**config.mk**
```make
export PLATFORM = sky130hd
export DESIGN_NAME = config_streamer
export DESIGN_NICKNAME = d
export VERILOG_FILES = /design/src/rtl/cfg_pkg.sv /design/src/rtl/cfg_fifo.sv /design/src/rtl/config_streamer.sv
export SDC_FILE = /design/constraint.sdc
export NUM_CORES = 1
export LEC_CHECK = 0
export BUFFER_PORTS_ARGS = -buffer_cell sky130_fd_sc_hd__buf_2
export CORE_MARGIN = 2
export CORE_UTILIZATION = 40
export DETAILED_ROUTE_END_ITERATION = 12
export PLACE_DENSITY_LB_ADDON = 0.05
export SLEW_MARGIN = 20
export SYNTH_ARGS = -nofsm -noshare
export SYNTH_HDL_FRONTEND = slang
export SYNTH_SLANG_ARGS = --single-unit
```
**constraint.sdc**
```tcl
create_clock -name clk -period 19.6 [get_ports clk]
set_clock_uncertainty 0.2 [all_clocks]
set_input_delay 3.92 -clock clk [delete_from_list [all_inputs] [get_ports clk]]
set_output_delay 3.92 -clock clk [all_outputs]
set_load 0.01 [all_outputs]
```
**src/rtl/cfg_pkg.sv**
```systemverilog
`default_nettype none
// ----------------------------------------------------------------------
// cfg_pkg : shared constants and FIFO entry type for config_streamer
// Rev 1.0
// ----------------------------------------------------------------------
package cfg_pkg;

  localparam logic [31:0] NOP_ADDR    = 32'h0000_0000;
  localparam int          TILE_ID_LSB = 0;
  localparam int          TILE_ID_MSB = 15;
  localparam int          MOD_ID_LSB  = 16;
  localparam int          MOD_ID_MSB  = 31;

  typedef struct packed {
    logic [31:0] addr;
    logic [31:0] data;
    logic        last;
  } cfg_entry_t;

endpackage
`default_nettype wire

```
**src/rtl/cfg_fifo.sv**
```systemverilog
`default_nettype none
// ----------------------------------------------------------------------
// cfg_fifo : synchronous FIFO of cfg_entry_t with full/empty flags
// Rev 1.0
// ----------------------------------------------------------------------
module cfg_fifo
  import cfg_pkg::*;
#(
  parameter int DEPTH = 4
) (
  input  logic       clk,
  input  logic       reset,
  input  logic       push,
  input  cfg_entry_t push_entry,
  input  logic       pop,
  output cfg_entry_t pop_entry,
  output logic       full,
  output logic       empty
);

  localparam int AW = $clog2(DEPTH);

  cfg_entry_t      r_mem [DEPTH];
  logic [AW:0]     r_wr_ptr;
  logic [AW:0]     r_rd_ptr;
  logic            w_do_push;
  logic            w_do_pop;

  assign w_do_push = push && !full;
  assign w_do_pop  = pop && !empty;

  always_ff @(posedge clk or posedge reset) begin
    if (reset) begin
      r_wr_ptr <= '0;
      r_rd_ptr <= '0;
    end else begin
      if (w_do_push) r_wr_ptr <= r_wr_ptr + 1'b1;
      if (w_do_pop)  r_rd_ptr <= r_rd_ptr + 1'b1;
    end
  end

  always_ff @(posedge clk) begin
    if (w_do_push) r_mem[r_wr_ptr[AW-1:0]] <= push_entry;
  end

  // Extra pointer MSB distinguishes a wrapped (full) FIFO from an empty one.
  assign pop_entry = r_mem[r_rd_ptr[AW-1:0]];
  assign empty     = (r_wr_ptr == r_rd_ptr);
  assign full      = (r_wr_ptr[AW] != r_rd_ptr[AW]) &&
                     (r_wr_ptr[AW-1:0] == r_rd_ptr[AW-1:0]);

endmodule
`default_nettype wire

```
**src/rtl/config_streamer.sv**
```systemverilog
`default_nettype none
// ----------------------------------------------------------------------
// config_streamer : host addr/data word stream -> held tile config writes
// Rev 1.0
// ----------------------------------------------------------------------
module config_streamer
  import cfg_pkg::*;
#(
  parameter int FIFO_DEPTH  = 4,
  parameter int HOLD_CYCLES = 1
) (
  input  logic        clk,
  input  logic        reset,
  input  logic        in_valid,
  output logic        in_ready,
  input  logic [31:0] in_word,
  input  logic        in_last,
  output logic [31:0] config_addr,
  output logic [31:0] config_data,
  output logic        busy,
  output logic        done,
  output logic [15:0] writes
);

  localparam logic       EXP_ADDR  = 1'b0;
  localparam logic       EXP_DATA  = 1'b1;
  localparam logic       D_IDLE    = 1'b0;
  localparam logic       D_DRIVE   = 1'b1;
  localparam logic [3:0] HOLD_INIT = 4'(HOLD_CYCLES - 1);

  logic        r_asm_state;
  logic        w_asm_next;
  logic [31:0] r_pend_addr;
  logic        r_drv_state;
  logic        w_drv_next;
  logic [3:0]  r_hold_cnt;
  logic        r_cur_last;
  logic [31:0] r_bus_addr;
  logic [31:0] r_bus_data;
  logic        r_done;
  logic [15:0] r_writes;

  logic        w_accept;
  logic        w_nop_pair;
  logic        w_push;
  logic        w_drop_last;
  logic        w_pop;
  logic        w_hold_done;
  logic        w_fifo_full;
  logic        w_fifo_empty;
  cfg_entry_t  w_push_entry;
  cfg_entry_t  w_head;

  assign w_accept     = in_valid && in_ready;
  assign w_nop_pair   = (r_pend_addr[MOD_ID_MSB:MOD_ID_LSB] == 16'h0000);
  assign w_push_entry = '{addr: r_pend_addr, data: in_word, last: in_last};

  cfg_fifo #(.DEPTH(FIFO_DEPTH)) u_fifo (
    .clk        (clk),
    .reset      (reset),
    .push       (w_push),
    .push_entry (w_push_entry),
    .pop        (w_pop),
    .pop_entry  (w_head),
    .full       (w_fifo_full),
    .empty      (w_fifo_empty)
  );

  // Assembler: state register / next state / outputs
  always_ff @(posedge clk or posedge reset) begin
    if (reset) r_asm_state <= EXP_ADDR;
    else       r_asm_state <= w_asm_next;
  end

  always_comb begin
    w_asm_next = r_asm_state;
    if (w_accept) w_asm_next = (r_asm_state == EXP_ADDR) ? EXP_DATA : EXP_ADDR;
  end

  always_comb begin
    in_ready    = (r_asm_state == EXP_ADDR) || !w_fifo_full;
    w_push      = (r_asm_state == EXP_DATA) && w_accept && !w_nop_pair;
    w_drop_last = (r_asm_state == EXP_DATA) && w_accept && w_nop_pair && in_last;
  end

  always_ff @(posedge clk or posedge reset) begin
    if (reset)                                    r_pend_addr <= '0;
    else if ((r_asm_state == EXP_ADDR) && w_accept) r_pend_addr <= in_word;
  end

  // Driver: state register / next state / outputs
  always_ff @(posedge clk or posedge reset) begin
    if (reset) r_drv_state <= D_IDLE;
    else       r_drv_state <= w_drv_next;
  end

  always_comb begin
    w_drv_next = r_drv_state;
    if (r_drv_state == D_IDLE) begin
      if (!w_fifo_empty) w_drv_next = D_DRIVE;
    end else if (w_hold_done && w_fifo_empty) begin
      w_drv_next = D_IDLE;
    end
  end

  always_comb begin
    w_hold_done = (r_drv_state == D_DRIVE) && (r_hold_cnt == 4'd0);
    w_pop       = !w_fifo_empty && ((r_drv_state == D_IDLE) || w_hold_done);
  end

  always_ff @(posedge clk or posedge reset) begin
    if (reset) begin
      r_bus_addr <= NOP_ADDR;
      r_bus_data <= '0;
      r_hold_cnt <= '0;
      r_cur_last <= 1'b0;
      r_writes   <= '0;
      r_done     <= 1'b0;
    end else begin
      // A completing write chains straight into the next entry with no NOP gap.
      if (w_pop) begin
        r_bus_addr <= w_head.addr;
        r_bus_data <= w_head.data;
        r_cur_last <= w_head.last;
        r_hold_cnt <= HOLD_INIT;
      end else if (w_hold_done) begin
        r_bus_addr <= NOP_ADDR;
        r_bus_data <= '0;
        r_cur_last <= 1'b0;
      end else if (r_drv_state == D_DRIVE) begin
        r_hold_cnt <= r_hold_cnt - 1'b1;
      end
      if (w_hold_done && (r_writes != 16'hFFFF)) r_writes <= r_writes + 16'd1;
      r_done <= (w_hold_done && r_cur_last) || w_drop_last;
    end
  end

  assign config_addr = r_bus_addr;
  assign config_data = r_bus_data;
  assign writes      = r_writes;
  assign done        = r_done;
  assign busy        = (r_asm_state == EXP_DATA) || !w_fifo_empty || (r_drv_state == D_DRIVE);

endmodule
`default_nettype wire
```
---- Yosys cells after proc, flatten, opt, wreduce, memory -nomap -nowiden ----
Memory sizes are Yosys's and may differ from the RTL's.
Index checks and enable logic that the tools add are counted.
word-level totals
  output and inout bits ................... 83
  memories ................................ 1
  bits in writable memories ............... 260
  register bits ........................... 126
memories
  name          words  bits a word  rd ports  clocked after Yosys merged registers in  wr ports  RTL line        RTL
  u_fifo.r_mem  4      65           1         0                                        1         cfg_fifo.sv:23  cfg_entry_t r_mem [DEPTH];
cells by class
  equality and inequality tests ........... 5
  $add $sub $neg .......................... 4
  muxes and demuxes ....................... 14
  reduce and logical (&&, ||, !) cells .... 27
  bitwise gates (word level) .............. 2
operator list
  kind                     number
  $mux W32                 3
  $add A16 B1 Y16 const B  1
  $logic_not A16 Y1        1
  $ne A16 B16 Y1 const B   1
  $logic_and A1 B1 Y1      14
  $mux W4                  3
  $mux W1                  8
  $add A3 B1 Y3 const B    2
  $logic_or A1 B1 Y1       5
  $logic_not A4 Y1         1
  $reduce_bool A2 Y1       2
  $sub A4 B1 Y4 const B    1
  $eq A3 B3 Y1             1
  $logic_not A1 Y1         3
  $eq A2 B2 Y1             1
  $ne A2 B1 Y1 const B     1
  $not A1 Y1               2
  $reduce_and A2 Y1        1
  $ne A1 B1 Y1             1

---- Depth between registers and ports, before layout ----
Gate-level depths: netlist of run 1.
  depth after elaboration ................. 10
  depth in mapped cells ................... 8
  depth with buffers taken out ............ 6

---- Modules after synthesis ----
From an unflattened synthesis of run 1, not the netlist that was laid out.
unflattened totals
  cells, all modules ...................... 717
  area, all modules ....................... 14545.2 µm²
by module, submodules not included
  module           cells an instance  times used  area each (µm²)
  cfg_fifo         390                1           9903.2
  config_streamer  327                1           4642.0

---- Worst setup path before layout of run 1 ----
Ideal clock, no wire load.
  kind .................................... input -> register
  from .................................... in in_valid
  to ...................................... mem u_fifo.r_mem[3][0] (netlist name), enable pin
  required time ........................... 18814 ps
  cell stages on the path ................. 3
  setup slack ............................. 9780 ps
  arrival ................................. 9034 ps
  buffers on the path ..................... 0
  cell sequence ........................... nand2_1 a31o_2 nor3b_1
on the way
  word-level cells in the longest chain between the ends .. 6
ends and longest elaborated chain
  what                               RTL line               RTL
  start: declaration                 config_streamer.sv:14  input logic in_valid,
  $logic_and A1 B1 Y1                config_streamer.sv:54  assign w_accept = in_valid && in_ready;
  $logic_and A1 B1 Y1 (2 in series)  config_streamer.sv:82  w_push = (r_asm_state == EXP_DATA) && w_accept && !w_nop_pair;
  $logic_and A1 B1 Y1                cfg_fifo.sv:29         assign w_do_push = push && !full;
  $mux W1                            cfg_fifo.sv:43         if (w_do_push) r_mem[r_wr_ptr[AW-1:0]] <= push_entry;
  $mux W1 (not written as such)      cfg_fifo.sv:43
  end: declaration                   cfg_fifo.sv:23
No other way between the ends.

---- Final worst setup path of run 1 ----
  from .................................... reg u_fifo.r_rd_ptr[1]
  to ...................................... out busy
on the way
  word-level cells in the longest chain between the ends .. 4
ends and longest elaborated chain
  what                              RTL line                RTL
  start: declaration                cfg_fifo.sv:25          logic [AW:0] r_rd_ptr;
  start signal: assignment          cfg_fifo.sv:38          if (w_do_pop) r_rd_ptr <= r_rd_ptr + 1'b1;
  $eq A3 B3 Y1                      cfg_fifo.sv:48          assign empty = (r_wr_ptr == r_rd_ptr);
  $logic_not A1 Y1                  config_streamer.sv:142  assign busy = (r_asm_state == EXP_DATA) || !w_fifo_empty || (r_drv_state == D_DRIVE);
  $logic_or A1 B1 Y1 (2 in series)  config_streamer.sv:142
  end: declaration                  config_streamer.sv:20   output logic busy,
No other way between the ends.

==> summary.md, run 1 <==
| Metric | Value |
|---|---|
| Run status | `complete, no violations` |
| Number of fillers in the final layout | `2,970` |
| Hold violation total from the final report | `0` |
| Drt first pass iters | `4` |
| CTS Buffer Depth | `3` |
| CTS Hold Buffers Added | `0` |
| Total non-filler cell area in the finished layout | `between 15,000 and 20,000 µm²` |
| Antenna violations before repair | `0` |
| Detailed-route vias per instance | `approximately 5.2` |
| Period utilization | `a little over a third` |
| Type of the tightest min-delay check | `flip-flop to flip-flop` |
| Starting DRT DRC Count | `391` |
| Biggest area contributors in the synthesized netlist | `sky130_fd_sc_hd__edfxtp_1 (54%), sky130_fd_sc_hd__dfrtp_1 (22%), sky130_fd_sc_hd__mux4_2 (10%)` |
| Final count of pins violating max slew | `0` |
| P_sw | `around 0.83 mW` |
| Total number of placement rows | `just under 70` |
| Synth Cell Area | `between 10,000 and 15,000 µm²` |
| Largest net degree at the start of global routing | `75` |
| Die area | `37,400 µm²` |
| Final wirelength | `29,300 µm` |
| Switching part of the total power | `around 30%` |
| Power Internal | `2.00 mW` |
| Initial Util | `approximately 40%` |
| Chip height | `~190 µm` |
| DR WL/cell | `about 22 µm` |
| Total nets after synthesis | `between 700 and 800` |
| Crit path launch type | `flip-flop` |
| Clock root buffer | `sky130_fd_sc_hd__clkbuf_16` |
| GRT Resource Usage Total | `about 16%` |
| Highest-count cells in the layout ignoring fill and taps | `sky130_fd_sc_hd__edfxtp_1 (260), sky130_fd_sc_hd__dfrtp_1 (124), sky130_fd_sc_hd__buf_2 (118), sky130_fd_sc_hd__mux4_2 (65), sky130_fd_sc_hd__a22o_1 (65)` |
| Lkg Pwr | `6.36 nW` |
| Cell count after synthesis | `698` |
| Setup TNS | `0 ns` |
| DRC violations left | `0` |
| Measured slew at the worst slew-check pin | `between 1 and 1.5 ns` |
| Instance area at placement | `between 15,000 and 20,000 µm²` |
| Most common cell after layout, fill and taps aside | `sky130_fd_sc_hd__edfxtp_1` |
| Sequential share of the synthesized area | `~76%` |
| Count of input and output buffers | `between 100 and 150` |
| Post-route ant nets | `0` |
| Post-synth ARST share | `about a third` |
| Critical path buffer and inverter count | `1` |
| Series of cell instances along the critical path | `xnor2_1, nand3_1, or3_1, buf_2` |
| Maximum level of the CTS H-tree | `2` |
| Count of placed standard cells in the final layout, fillers left out | `roughly 1.3k` |
| Power per cell area | `~170 nW/µm²` |
| Worst Path Arrival | `approximately 2.9 ns` |
| Fraction of final layout cells with drive strength greater than 1 | `between 30 and 40%` |
| Average instance area after synthesis | `around 20 µm²` |
| Global-route wire length before repair | `46,500 µm` |
| Area share of the largest cell type after synthesis | `a little over half` |
| Worst setup path class | `flip-flop to output port` |
| Post-synth cell types | `42` |
| Number of violations of the max-capacitance limit | `0` |
| Number of antenna cells inserted | `0` |
| Largest fanout on the critical path | `68` |
| Yosys reg bits | `just under 400` |
| Overall overflow remaining after global route | `0` |
| Setup repair after global routing missed its margin | `false` |
| Clock sink count | `~390` |
| Min Hold Slack | `around 0.30 ns` |
| Share of total power in sequential cells | `a little under half` |
| Post-CTS clock slew at the launch and capture registers of the worst setup and hold paths | `0.06 ns` |
| Number of post-CTS setup repair buffers | `0` |
| Type of element capturing the critical path | `output port` |
| Worst voltage drop across the vdd grid | `roughly 0.062 mV` |
| Number of instances resized during post-cts repair | `0` |
| Cell count along the critical path | `4` |
| CP max stage delay | `~1.1 ns` |
| Half-perimeter wire length after detailed placement | `between 15,000 and 20,000 µm` |
| Area of the core | `35,500 µm²` |
| Count of flip-flops with a built-in enable after synthesis | `260` |
| Placed cells | `about 1.3k` |
| Width of the die | `roughly 190 µm` |
| Routability cong. | `approximately 0.82` |
| Final Total Pwr | `about 2.8 mW` |
| Post-route minimum period | `7.00 ns` |
| Achievable Freq | `143 MHz` |
| Depth of the worst hold-timing path | `1` |
| Combinational Power Share | `around 25%` |
| CP Data Required Time | `about 15 ns` |
| Number of global-route vias before repair | `around 7.6k` |
| Clk pwr share | `between 20% and 30%` |
| CTS tree | `done` |
| Cell at the slowest stage of the critical path | `sky130_fd_sc_hd__dfrtp_4` |
| Number of buffers inserted during clock tree synthesis | `42` |
| Top-level I/O count | `about 120` |
| Leading register cell type out of synthesis | `sky130_fd_sc_hd__edfxtp_1` |
| Fin nets | `between 800 and 900` |
| Total number of vias | `6,963` |
| Clock latency of the later-clocked register in the worst-skew pair | `~0.54 ns` |
| Synth-to-layout area growth | `18.0%` |
| Post-synthesis cell type with the largest combined area | `sky130_fd_sc_hd__edfxtp_1` |
| Final number of setup-violating endpoints | `0` |
| Cell count of the worst reg-to-reg path | `4` |
| Family of cells with the greatest summed delay on the critical path | `flip-flops` |
| Normalized max-slew margin | `roughly 28%` |
| Synthesis warning total | `0` |
## cells by family after synthesis
group	share of synthesized area, %
adders and majority gates	0.610
muxes	13.0
AOI/OAI and AO/OA	4.51
DFF	76.4
and+or+nand+nor	2.67
xor gates and xnor gates	1.46
buffers and inverters	1.35
## synthesized netlist by cell type, types with 8 or more instances
cell	number
sky130_fd_sc_hd__xnor2_1	8
sky130_fd_sc_hd__buf_2	17
sky130_fd_sc_hd__a22o_1	65
sky130_fd_sc_hd__clkbuf_1	12
sky130_fd_sc_hd__mux4_2	65
sky130_fd_sc_hd__mux2_2	35
sky130_fd_sc_hd__xor2_1	14
sky130_fd_sc_hd__dfrtp_1	126
sky130_fd_sc_hd__nand3_1	10
sky130_fd_sc_hd__edfxtp_1	260
## stage by stage
| step | util [%] | setup WS [ns] |
|---|---|---|
| 3_3_place_gp | 43.6 | 13.10 |
| 2_1_floorplan | - | 9.78 |
| 3_5_place_dp | 43.7 | 13.09 |
| 4_1_cts | 47.7 | 12.49 |
| 5_1_grt | 47.7 | 12.34 |
| 6_report | 47.7 | 12.60 |
## power groups by stage
stage	logic (mW)	registers, mW	clock network, mW
6_report	0.717	1.33	0.781
5_1_grt	0.787	1.37	0.838
4_1_cts	0.740	1.34	0.804
3_5_place_dp	0.737	1.35	0
3_3_place_gp	0.717	1.34	0
2_1_floorplan	0.497	1.30	0
## worst paths after layout
check                                        start            endpoint  slack, ns
worst min-delay path               config_addr[13]     config_addr[13]       0.30
worst max-delay path            u_fifo.r_rd_ptr[1]                busy      12.60
worst min register to register     config_addr[13]     config_addr[13]       0.30
worst max register to register  u_fifo.r_rd_ptr[1]  u_fifo.r_mem[2][4]      15.90
max in group asynchronous                    reset  u_fifo.r_rd_ptr[0]      14.75
min in group asynchronous                    reset     config_data[18]       3.22
## per-layer routing
layer  global-route usage [%]  up-vias  wire [µm]
li1                         -     3113          -
met1                     22.0     3671      13100
met2                     26.8      141      14600
met3                     3.07       38       1160
met4                     4.16        0        468
met5                        0        -          0
## state kept, by name, summed over array words and instances, names as in the netlist
signal and flops:
u_fifo.r_mem 260, r_hold_cnt 4, u_fifo.r_wr_ptr 3, r_asm_state 1, config_data 32, writes 16, done 1, config_addr 32
r_pend_addr 32, r_drv_state 1, u_fifo.r_rd_ptr 3, r_cur_last 1
## area by class of cell
cell class	count	area (µm²)	area share [%]
clock buffers	65	1280	7.57
clock inverters	13	116	0.687
inverters	7	31.3	0.185
multi-input cells	269	3240	19.1
flip-flops and latches	386	11000	64.8
well taps	461	577	3.41
repair buffers	128	722	4.26
Note: power is estimated with default switching activity, not from simulation.
==> run 2: changes to the inputs <==
==> constraint.sdc (replaced) <==
create_clock -name clk -period 6 [get_ports clk]
set_clock_uncertainty 0.2 [all_clocks]
set_input_delay 1.2 -clock clk [delete_from_list [all_inputs] [get_ports clk]]
set_output_delay 1.2 -clock clk [all_outputs]
set_load 0.01 [all_outputs]
==> run 2 against run 1 <==
Net effect: register-to-register slack worse by 13 ns; hold slack better by 0.0014 ns; critical path depth unchanged; sequential cell count unchanged; critical path type unchanged; design area down 0.16%; first-iteration DRC count up 19%.
==> summary.md, run 2 (synthesis results as in run 1) <==
| Metric | Value |
|---|---|
| Depth of the worst hold-timing path | `1` |
| Routability cong. | `0.855` |
| Crit path launch type | `flip-flop` |
| CTS Hold Buffers Added | `0` |
| Power per cell area | `~540 nW/µm²` |
| PnR worst setup slack | `about 2.1 ns` |
| Hold worst-path end | `config_addr[30]` |
| Synth-to-layout area growth | `17.8%` |
| Normalized max-slew margin | `~28%` |
| Total number of placement rows | `between 60 and 70` |
| Number of antenna cells inserted | `0` |
| DR WL/cell | `approximately 23 µm` |
| Cell at the slowest stage of the critical path | `sky130_fd_sc_hd__dfrtp_4` |
| Lkg Pwr | `around 6.3 nW` |
| Detailed-route vias per instance | `about 5.3` |
| Type of element capturing the critical path | `output port` |
| GRT Resource Usage Total | `approximately 16%` |
| Antenna violations before repair | `0` |
| Number of flip-flops under the largest register name | `260` |
| Pre-CTS WS | `roughly 2.4 ns` |
| Highest-count cells in the layout ignoring fill and taps | `sky130_fd_sc_hd__edfxtp_1 (260), sky130_fd_sc_hd__dfrtp_1 (124), sky130_fd_sc_hd__buf_2 (118), sky130_fd_sc_hd__mux4_2 (65), sky130_fd_sc_hd__a22o_1 (65)` |
| Final count of pins violating max slew | `0` |
| Run status | `complete, no violations` |
| Fin nets | `880` |
| Chip height | `193 µm` |
| Start point of the worst min-delay path | `config_addr[30]` |
| Initial Util | `40.4%` |
| Maximum level of the CTS H-tree | `2` |
| CTS Buffer Depth | `3` |
| Period utilization | `between 60% and 70%` |
| Number of post-CTS setup repair buffers | `0` |
| CP max stage delay | `0.73 ns` |
| Top-level I/O count | `roughly 120` |
| Capture instance of the worst register-to-register path | `u_fifo.r_mem[1][30]` |
| Achievable Freq | `257 MHz` |
| Starting DRT DRC Count | `465` |
| Setup TNS | `0 ns` |
| CTS tree | `done` |
| Final core occ | `47.6%` |
| Type of the tightest min-delay check | `flip-flop to flip-flop` |
| Worst Path Arrival | `between 2 and 2.5 ns` |
| Final number of setup-violating endpoints | `0` |
| Post-CTS clock slew at the launch and capture registers of the worst setup and hold paths | `0.06 ns` |
| Worst setup path class | `flip-flop to output port` |
| Largest fanout on the critical path | `31` |
| Global-route wire length before repair | `46,900 µm` |
| Fraction of final layout cells with drive strength greater than 1 | `a little over a third` |
| Number of violations of the max-capacitance limit | `0` |
| Cell count of the worst reg-to-reg path | `4` |
| Hold violation total from the final report | `0` |
| DRC violations left | `0` |
| Clock root buffer | `sky130_fd_sc_hd__clkbuf_16` |
| Post-route ant nets | `0` |
| Worst voltage drop across the vdd grid | `roughly 0.33 mV` |
| Number of buffers inserted during clock tree synthesis | `42` |
| Area of the core | `around 35,000 µm²` |
| Width of the die | `just under 200 µm` |
| Drt first pass iters | `4` |
| Number of global-route vias before repair | `roughly 7.5k` |
| Final wirelength | `about 30,000 µm` |
| Series of cell instances along the critical path | `xnor2_2, nand3_1, or3_1, buf_2` |
| Slack of the worst reg-to-reg path | `~2.7 ns` |
| Setup repair after global routing missed its margin | `false` |
| Largest net degree at the start of global routing | `100` |
| CP Data Required Time | `4.60 ns` |
| R2r startpoint | `u_fifo.r_rd_ptr[0]` |
| Overall overflow remaining after global route | `0` |
| Count of input and output buffers | `roughly 120` |
| Measured slew at the worst slew-check pin | `1.07 ns` |
| Die area | `approximately 37,000 µm²` |
| Most common cell after layout, fill and taps aside | `sky130_fd_sc_hd__edfxtp_1` |
| Clock sink count | `386` |
| Post-route minimum period | `~3.9 ns` |
| Number of instances resized during post-cts repair | `0` |
| Half-perimeter wire length after detailed placement | `about 17,000 µm` |
| Total number of vias | `approximately 7.0k` |
| Clock latency of the later-clocked register in the worst-skew pair | `around 0.53 ns` |
[run 2: cell count changes in the layout (fill, tap and decap cells not counted), sizes merged]
cell / change
clkinv: -3
clkbuf: +2
clkinvlp: -1
buf: +3
inv: +1
[run 2: how the worst max path moves through the flow]
stage	start	endpoint	slack (ns)
global route	u_fifo.r_rd_ptr[0]	busy	1.89
global placement	in_valid	u_fifo.r_mem[0][6]	2.47
CTS	u_fifo.r_rd_ptr[0]	busy	2.04
finish	u_fifo.r_rd_ptr[0]	busy	2.11
floorplan	reset	config_addr[0]	1.24
detailed placement	in_valid	u_fifo.r_mem[0][38]	2.43
[run 2: area by class of cell]
type,instances,area [µm²]
Multi-Input combinational cell,269,3240
Sequential cell,386,11000
Tap cell,461,577
Clock buffer,67,1220
Inverter,7,31.3
Clock inverter,10,101
Fill cell,2942,18600
Timing Repair Buffer,131,768
[run 2: routing by layer]
| layer | share of wire (%) | global-route usage, % |
|---|---|---|
| met1 | 45 | 22.7 |
| met2 | 48 | 26.8 |
| met3 | 4.6 | 3.03 |
| met4 | 1.7 | 3.90 |
| met5 | 0 | 0 |
[run 2: through the flow]
stage,power [mW],instance area (µm²),hold slack [ns],instances
floorplan,5.88,14400,0.272,698
global placement,6.75,15500,0.284,1250
detailed placement,6.81,15500,0.287,1250
CTS,9.29,16800,0.302,1327
global route,9.65,16900,0.305,1331
finish,9.14,16900,0.297,1331
[run 2: critical path: cells and delay by family (launching register included)]
| family | cells | cell delay (ns) |
|---|---|---|
| buf+inv | 1 | 0.17 |
| simple gates | 2 | 0.67 |
| xor+xnor | 1 | 0.39 |
| flops | 1 | 0.73 |
[run 2: report_power, final]
group	total, mW	switching [mW]	internal [mW]
Sequential	4.29	0.518	3.77
Combinational	2.41	1.22	1.19
Clock	2.45	0.979	1.47
Total	9.14	2.72	6.43
==> run 3: changes to the inputs <==
==> constraint.sdc (replaced) <==
create_clock -name clk -period 3.8 [get_ports clk]
set_clock_uncertainty 0.2 [all_clocks]
set_input_delay 0.76 -clock clk [delete_from_list [all_inputs] [get_ports clk]]
set_output_delay 0.76 -clock clk [all_outputs]
set_load 0.01 [all_outputs]
==> run 3 against run 2 <==
Net effect: combinational power increased by 65%; utilization increased by 0.095 points; critical path depth unchanged; largest power group unchanged; sequential power increased by 56%; via count increased by 1.1%; highest routed layer is now met5; clock power increased by 55%; non-clock buffer count increased by 7; count of clock-buffer cells in the layout decreased by 8; critical endpoint unchanged; hold slack got worse by 0.020 ns.
==> summary.md, run 3 (synthesis results as in run 1) <==
| Metric | Value |
|---|---|
| Starting DRT DRC Count | `264` |
| Total number of vias | `between 7k and 8k` |
| Setup TNS | `0 ns` |
| Hold violation total from the final report | `0` |
| Post-route minimum period | `between 3 and 4 ns` |
| Final number of setup-violating endpoints | `0` |
| Antenna violations before repair | `1` |
| Number of global-route vias before repair | `around 8k` |
| Normalized max-slew margin | `~28%` |
| Die area | `37,400 µm²` |
| GRT Resource Usage Total | `16.7%` |
| Number of fillers in the final layout | `roughly 3.0k` |
| Number of violations of the max-capacitance limit | `0` |
| Post-route ant nets | `0` |
| Highest-count cells in the layout ignoring fill and taps | `sky130_fd_sc_hd__edfxtp_1 (260), sky130_fd_sc_hd__dfrtp_1 (124), sky130_fd_sc_hd__buf_2 (118), sky130_fd_sc_hd__mux4_2 (65), sky130_fd_sc_hd__a22o_1 (65)` |
| Largest net degree at the start of global routing | `just under 70` |
| Fin nets | `887` |
| Worst setup path class | `flip-flop to output port` |
| Largest fanout on the critical path | `5` |
| Clock latency of the later-clocked register in the worst-skew pair | `around 0.52 ns` |
| Drt first pass iters | `4` |
| CTS tree | `done` |
| Worst voltage drop across the vdd grid | `roughly 0.42 mV` |
| Clock sink count | `386` |
| Final Total Pwr | `around 14 mW` |
| DR WL/cell | `roughly 23 µm` |
| Overall overflow remaining after global route | `0` |
| Fraction of final layout cells with drive strength greater than 1 | `35.6%` |
| Power per cell area | `around 850 nW/µm²` |
| Final wirelength | `about 30,000 µm` |
| Total number of placement rows | `between 60 and 70` |
| Number of flip-flops under the largest register name | `260` |
| Lkg Pwr | `6.35 nW` |
| Achievable Freq | `roughly 300 MHz` |
| Width of the die | `slightly below 200 µm` |
| Most common cell after layout, fill and taps aside | `sky130_fd_sc_hd__edfxtp_1` |
| Number of antenna cells inserted | `0` |
| Period utilization | `around nine tenths` |
| Routability cong. | `0.802` |
| Number of buffers inserted during clock tree synthesis | `42` |
| Synth-to-layout area growth | `18.0%` |
| Maximum level of the CTS H-tree | `2` |
| Type of element capturing the critical path | `output port` |
| Top-level I/O count | `around 120` |
| Setup repair after global routing missed its margin | `false` |
| Clock root buffer | `sky130_fd_sc_hd__clkbuf_16` |
| Area of the core | `~35,000 µm²` |
| Count of input and output buffers | `around 120` |
| Crit path launch type | `flip-flop` |
| CTS Buffer Depth | `3` |
| Post-CTS clock slew at the launch and capture registers of the worst setup and hold paths | `0.06 ns` |
| Initial Util | `roughly two fifths` |
| Run status | `complete, no violations` |
| Measured slew at the worst slew-check pin | `1.08 ns` |
| CP Data Required Time | `2.84 ns` |
| Type of the tightest min-delay check | `input pin to flip-flop` |
| DRC violations left | `0` |
| Worst Path Arrival | `around 2.4 ns` |
| Number of post-CTS setup repair buffers | `0` |
| Half-perimeter wire length after detailed placement | `approximately 18,000 µm` |
| Detailed-route vias per instance | `roughly 5.3` |
| Global-route wire length before repair | `between 40,000 and 50,000 µm` |
| Chip height | `193 µm` |
| Final count of pins violating max slew | `0` |
[run 3: timing repair]
item | 4_1_cts | 5_1_grt
hold buffers | 1 | 0
resized for setup | 0 | 0
endpoints found under the hold margin | 7 | 0
[run 3: final timing paths]
path | from | endpoint | slack [ns] | cells past startpoint
hold reg to reg | config_data[16] | config_data[16] | 0.30 | 1
max in group asynchronous | reset | u_fifo.r_rd_ptr[1] | 2.15 | 4
min in group asynchronous | reset | writes[13] | 0.54 | 3
hold / removal | in_word[4] | u_fifo.r_mem[2][5] | 0.28 | 1
setup reg to reg | u_fifo.r_rd_ptr[0] | config_data[8] | 0.90 | 4
setup / recovery | u_fifo.r_wr_ptr[1] | busy | 0.44 | 4
[run 3: area by class of cell]
type	instances	area, µm²	area share, %
inverter	7	30.0	0.177
sequential	386	11000	64.8
timing repair buffer	138	831	4.90
tap	461	577	3.41
clock inverter	18	114	0.672
multi-input combinational	269	3240	19.1
clock buffer	59	1180	6.94
[run 3: where the power goes]
group,switching [mW],internal (mW)
logic,2.05,1.93
clock network,1.56,2.22
registers,0.731,5.95
[run 3: worst max-delay path: stages (launching register included)]
cell and delay, ns:
sky130_fd_sc_hd__dfrtp_1 0.44, sky130_fd_sc_hd__xnor2_1 0.54, sky130_fd_sc_hd__nand3_1 0.32, sky130_fd_sc_hd__or3_1 0.41, sky130_fd_sc_hd__buf_2 0.16
[run 3: routing by layer]
metal	share of wire (%)	wire, µm	GRT usage [%]	up-vias
met3	3.8	1180	2.68	44
li1	-	-	-	3127
met1	44	13600	22.5	3747
met2	49	15200	28.0	171
met5	0.042	13	0	-
met4	2.5	778	4.98	2
[run 3: stage by stage]
stage / setup slack, ns / instances / cell area, µm² / hold WS (ns) / util (%)
detailed placement: 0.805 / 1260 / 15600 / 0.288 / 44.1
floorplan: 0.321 / 698 / 14400 / 0.272 / -
CTS: 0.418 / 1338 / 16900 / 0.254 / 47.7
global route: 0.343 / 1338 / 16900 / 0.261 / 47.7
global placement: 0.850 / 1260 / 15600 / 0.282 / 44.1
finish: 0.438 / 1338 / 16900 / 0.276 / 47.7
